===== src/rtl/half_argmax_v.sv =====
// Sequential argmax over a vector of IEEE-754 binary16 values, one element per cycle.
// Lowest index wins ties, and a NaN never displaces a non-NaN best.
module half_argmax_v #(
  parameter int unsigned WIDTH = 10,
  parameter int unsigned IDX_W = (WIDTH > 1) ? $clog2(WIDTH) : 1
) (
  input  logic             clk,
  input  logic             rst,
  input  logic             in_valid,
  output logic             in_ready,
  input  logic [15:0]      vector_a [WIDTH],
  output logic             out_valid,
  input  logic             out_ready,
  output logic [IDX_W-1:0] max_index,
  output logic [15:0]      max_value
);

  localparam bit               MULTI    = (WIDTH > 1);
  localparam logic [IDX_W-1:0] LAST_IDX = IDX_W'(WIDTH - 1);

  typedef enum logic [1:0] {IDLE = 2'd0, SCAN = 2'd1, DONE = 2'd2} state_t;

  state_t           state, state_nxt;
  logic [15:0]      vec_q [WIDTH];
  logic [15:0]      best;
  logic [IDX_W-1:0] best_idx;
  logic [IDX_W-1:0] idx;
  logic [15:0]      cur;
  logic             take;
  logic             last;

  // Monotonic unsigned key: negatives are bit-inverted, non-negatives get the sign flipped.
  function automatic logic [15:0] order_key(input logic [15:0] x);
    return x[15] ? ~x : (x ^ 16'h8000);
  endfunction

  function automatic logic is_nan(input logic [15:0] x);
    return (x[14:10] == 5'h1F) && (x[9:0] != 10'h000);
  endfunction

  assign cur  = vec_q[idx];
  assign last = (idx == LAST_IDX);
  assign take = !is_nan(cur) && (is_nan(best) || (order_key(cur) > order_key(best)));

  always_ff @(posedge clk) begin
    if (rst) state <= IDLE;
    else     state <= state_nxt;
  end

  always_comb begin
    state_nxt = state;
    case (state)
      IDLE:    if (in_valid) state_nxt = MULTI ? SCAN : DONE;
      SCAN:    if (last) state_nxt = DONE;
      DONE:    if (out_ready) state_nxt = IDLE;
      default: state_nxt = IDLE;
    endcase
  end

  always_comb begin
    in_ready  = 1'b0;
    out_valid = 1'b0;
    case (state)
      IDLE:    in_ready = 1'b1;
      DONE:    out_valid = 1'b1;
      default: ;
    endcase
  end

  // Capture on accept, then fold one element per SCAN cycle into the running best.
  always_ff @(posedge clk) begin
    if (rst) begin
      for (int i = 0; i < int'(WIDTH); i++) vec_q[i] <= '0;
      best      <= '0;
      best_idx  <= '0;
      idx       <= '0;
      max_index <= '0;
      max_value <= '0;
    end else begin
      case (state)
        IDLE: begin
          if (in_valid) begin
            for (int i = 0; i < int'(WIDTH); i++) vec_q[i] <= vector_a[i];
            best     <= vector_a[0];
            best_idx <= '0;
            idx      <= MULTI ? IDX_W'(1) : '0;
            if (!MULTI) begin
              max_index <= '0;
              max_value <= vector_a[0];
            end
          end
        end
        SCAN: begin
          if (take) begin
            best     <= cur;
            best_idx <= idx;
          end
          if (last) begin
            max_index <= take ? idx : best_idx;
            max_value <= take ? cur : best;
          end else begin
            idx <= idx + IDX_W'(1);
          end
        end
        default: ;
      endcase
    end
  end

endmodule


===== config.mk =====
export PLATFORM = sky130hd
export DESIGN_NAME = half_argmax_v
export DESIGN_NICKNAME = d
export VERILOG_FILES = /design/src/rtl/half_argmax_v.sv
export SDC_FILE = /design/constraint.sdc
export NUM_CORES = 1
export LEC_CHECK = 0
export ABC_AREA = 1
export CORE_UTILIZATION = 45
export DETAILED_ROUTE_END_ITERATION = 12
export GPL_ROUTABILITY_DRIVEN = 0
export MAX_ROUTING_LAYER = met4
export PLACE_DENSITY = 0.7
export RECOVER_POWER = 100
export SETUP_SLACK_MARGIN = 0.02
export SYNTH_ARGS = -nofsm -noshare
export SYNTH_HDL_FRONTEND = slang
export SYNTH_SLANG_ARGS = --single-unit

===== constraint.sdc =====
create_clock -name clk -period 7.42 [get_ports clk]
set_input_delay 1.113 -clock clk [delete_from_list [all_inputs] [get_ports clk]]
set_output_delay 1.113 -clock clk [all_outputs]
set_load 0.05 [all_outputs]

==> impl_metrics.xml <==
<?xml version="1.0" encoding="UTF-8"?>
<metrics>
  <group name="run_status">
    <metric name="run_status" unit="">finished, violations left</metric>
    <metric name="violated_checks" unit="">max-capacitance violations, max-slew violations</metric>
  </group>
  <group name="power_and_ir_drop">
    <metric name="power_switching_share" unit="">0.2922</metric>
    <metric name="power_density_over_the_cells" unit="mW/mm^2">239.5</metric>
    <metric name="leakagePower" unit="nW">6.270</metric>
    <metric name="vdd_ir_drop_max" unit="mV">0.1783</metric>
    <metric name="total_power" unit="mW">3.215</metric>
    <metric name="power.share.sequential" unit="">0.440</metric>
    <metric name="switching_power" unit="mW">0.9396</metric>
    <metric name="power_frac_clock" unit="">0.334</metric>
    <metric name="cellInternalPower" unit="mW">2.276</metric>
    <metric name="combinational_share_of_power" unit="">0.227</metric>
  </group>
  <group name="worst_setup_path">
    <metric name="worstSetupEndpointType" unit="">flop</metric>
    <metric name="ff_to_ff_setup_slack" unit="ns">1.75</metric>
    <metric name="max_stage_delay" unit="ns">1.57</metric>
    <metric name="worst-path-max-fanout" unit="">84</metric>
    <metric name="slowest_stage" unit="">nand2_2</metric>
    <metric name="critical_path_required" unit="ns">7.58</metric>
    <metric name="critical_path.cell_chain" unit="">dlygate4sd3_1, clkbuf_1, clkinv_1, nand2_2, buf_4</metric>
    <metric name="worst_path_dominant_cell_family" unit="">buffers and inverters</metric>
    <metric name="critPathBufInv" unit="">4</metric>
    <metric name="setup.worst_path.start_class" unit="">input port</metric>
    <metric name="timing.setup.critical_path_class" unit="">input port to flop</metric>
    <metric name="critPathArrivalTime" unit="ns">5.91</metric>
  </group>
  <group name="synth">
    <metric name="postSynthRegisterBits" unit="">210</metric>
    <metric name="async_flop_share" unit="">0</metric>
    <metric name="synth-seq-area-share" unit="">0.5390</metric>
    <metric name="synth_cell_count_leaders" unit="">inv_1, nor2_1, nand2_1</metric>
    <metric name="netlist_area" unit="sq mm">0.01077</metric>
    <metric name="yosysMostFrequentCell" unit="">inv_1</metric>
    <metric name="synthTopCellsByArea" unit="">edfxtp_1, dfxtp_1, inv_1</metric>
    <metric name="post_synth.cell_area_avg" unit="sq um">8.216</metric>
    <metric name="postSynthCellCount" unit="">1311</metric>
    <metric name="synth-edff-count" unit="">160</metric>
    <metric name="synth_warnings" unit="">0</metric>
    <metric name="netlist.area_leader.share" unit="">0.4460</metric>
    <metric name="syn-num-nets" unit="">1493</metric>
    <metric name="synth_flop_cell" unit="">edfxtp_1</metric>
    <metric name="yosys.cell_types.count" unit="">37</metric>
    <metric name="synth_largest_area_cell" unit="">edfxtp_1</metric>
  </group>
  <group name="placement">
    <metric name="detailed_place_hpwl" unit="um">19130</metric>
    <metric name="placement.setup.worst_slack" unit="ns">2.750</metric>
    <metric name="io_buffers" unit="">185</metric>
  </group>
  <group name="finish">
    <metric name="drive_above_1_share" unit="">0.03049</metric>
    <metric name="nets" unit="">1644</metric>
    <metric name="area_growth_syn_to_layout" unit="%">24.63</metric>
    <metric name="utilization" unit="">0.5719</metric>
    <metric name="antenna_cells_inserted" unit="">0</metric>
  </group>
  <group name="die">
    <metric name="area_inside_the_core_boundary" unit="sq mm">0.02347</metric>
    <metric name="placement_rows" unit="">56</metric>
    <metric name="top_level_ports" unit="">186</metric>
    <metric name="die_area" unit="sq mm">0.02456</metric>
    <metric name="die_width" unit="um">156.7</metric>
    <metric name="initial_core_util" unit="">0.4589</metric>
    <metric name="dieHeight" unit="um">156.7</metric>
  </group>
  <group name="detailed_routing">
    <metric name="vias_per_cell" unit="">4.840</metric>
    <metric name="route.final.wire_length" unit="um">27040</metric>
    <metric name="drt_drc_violations_left" unit="">0</metric>
    <metric name="drt-met1-wl" unit="um">12080</metric>
    <metric name="top_layer_used" unit="">met4</metric>
    <metric name="num_vias" unit="">8687</metric>
    <metric name="drt-initial-drc-count" unit="">842</metric>
    <metric name="drt_first_pass_iters" unit="">5</metric>
    <metric name="wl_per_cell" unit="um">15.06</metric>
    <metric name="routed_wl_met3" unit="um">1632</metric>
    <metric name="met2WireLength" unit="um">12420</metric>
    <metric name="route.antenna.remaining_nets" unit="">0</metric>
  </group>
  <group name="global_route">
    <metric name="globalRouteTotalUtil" unit="">0.2323</metric>
    <metric name="maximum_number_of_pins_on_one_net_before_global_route_repair" unit="">101</metric>
    <metric name="vias_in_the_first_global_route" unit="">8309</metric>
    <metric name="grt_first_pass_wirelength" unit="um">42690</metric>
    <metric name="number_of_antenna_violations_at_the_first_check_in_global_routing" unit="">0</metric>
    <metric name="grt_remaining_overflow" unit="">0</metric>
  </group>
  <group name="clocking">
    <metric name="clock_tree_from_tritoncts" unit="">done</metric>
    <metric name="ctsResizeCount" unit="">0</metric>
    <metric name="clk_transition_reported_paths" unit="ns">0.06</metric>
    <metric name="cts-root-to-sink-buffers" unit="">3</metric>
    <metric name="clk-insertion-delay-late" unit="ns">0.51</metric>
    <metric name="root_buffer" unit="">clkbuf_16</metric>
    <metric name="cts-buffers-inserted" unit="">22</metric>
    <metric name="cts_num_sinks" unit="">210</metric>
    <metric name="post-cts-setup-buffers" unit="">0</metric>
    <metric name="htree_num_levels" unit="">1</metric>
    <metric name="post_cts_hold_buffer_count" unit="">0</metric>
  </group>
  <group name="sta">
    <metric name="report.final.slew_viol_count" unit="">166</metric>
    <metric name="grt_setup_unrepaired" unit="">no</metric>
    <metric name="fin_hold_ws" unit="ns">0.4754</metric>
    <metric name="worst_pin_slew" unit="ns">1.962</metric>
    <metric name="setup_viol" unit="">0</metric>
    <metric name="fmaxAchievable" unit="GHz">0.1740</metric>
    <metric name="layout_min_cycle_time" unit="ns">5.747</metric>
    <metric name="finalHoldViolations" unit="">0</metric>
    <metric name="setup_tns" unit="ns">0</metric>
    <metric name="finalWorstSetupSlack" unit="ns">1.673</metric>
    <metric name="max-slew-margin-rel" unit="">-0.3079</metric>
    <metric name="fin_worst_skew" unit="ns">0.008974</metric>
    <metric name="final_min_period_over_clock_period" unit="">0.7746</metric>
  </group>
  <group name="hold_path">
    <metric name="worst_hold_path_type" unit="">flop to flop</metric>
  </group>
  <group name="run">
    <metric name="maxCapViolCount" unit="">3</metric>
  </group>
</metrics>
[placed cells by master, fill, tap and decap left out, drive strengths merged, types with 18 or more instances in the layout]
master         count
dfxtp             50
ha                18
dlygate4sd3       23
clkbuf            29
a21oi             55
o21ai             77
nand2            225
nor2             248
inv              258
edfxtp           160
clkdlybuf4s50    162
nand3             81
[tightest hold or removal path, delay by kind of cell (launching register included)]
kind               cells  cell delay [ns]
DFF                    1             0.31
AOI/OAI and AO/OA      1             0.06
and+or+nand+nor        1             0.06
[flip-flops by register name, indices dropped and copies added (netlist names), named ones only]
name,flops
state,2
best_idx,4
best,16
vec_q,160
idx,4
max_index,4
max_value,16
[cell type report]
class / count / area, sq um
clock buffers: 28 / 594.3
clock inverters: 10 / 100.1
fillers: 2083 / 10050
inverters: 259 / 977.2
multi-input cells: 775 / 3632
flip-flops and latches: 210 / 5806
well taps: 319 / 399.1
repair buffers: 194 / 1916
[logic make-up (layout without fill, tap and decap cells)]
logic type,after synthesis,in the layout,synth area share
adder cells (fa/ha/maj),18,18,0.02091
XOR/XNOR,30,30,0.02439
AND/OR/NAND/NOR,577,577,0.2172
AO/OA/AOI/OAI,150,150,0.07620
flip-flops,210,210,0.5390
buffers and inverters,326,491,0.1223
[path summary, 6_finish.rpt]
check	startpoint	end	depth (start not counted)
worst max-delay path	rst	vec_q[4][9]$_SDFFCE_PN0P_	5
worst min-delay path	best_idx[3]$_SDFFE_PP0P_	best_idx[3]$_SDFFE_PP0P_	2
worst max register to register	flop	best_idx[3]$_SDFFE_PP0P_	19
worst min register to register	best_idx[3]$_SDFFE_PP0P_	best_idx[3]$_SDFFE_PP0P_	2
[power groups by stage]
| stage | logic (mW) | clock network (mW) | registers (mW) |
|---|---|---|---|
| detailed placement | 0.729 | 0 | 1.44 |
| global placement | 0.708 | 0 | 1.43 |
| floorplan | 0.520 | 0 | 1.42 |
| CTS | 0.733 | 1.09 | 1.41 |
| global route | 0.817 | 1.13 | 1.42 |
| finish | 0.728 | 1.07 | 1.41 |
[routing by layer]
metal	vias to the layer above	track usage
met1	3917	0.3090
li1	4392	-
met4	0	0.08170
met3	54	0.02631
met2	324	0.3678
met5	-	-
[metrics by stage]
step / area (sq um) / cells
floorplan: 10770 / 1311
CTS: 13450 / 1795
global route: 13420 / 1795
detailed placement: 12760 / 1757
global placement: 12760 / 1757
finish: 13420 / 1795
Note: power is estimated with default switching activity, not from simulation.
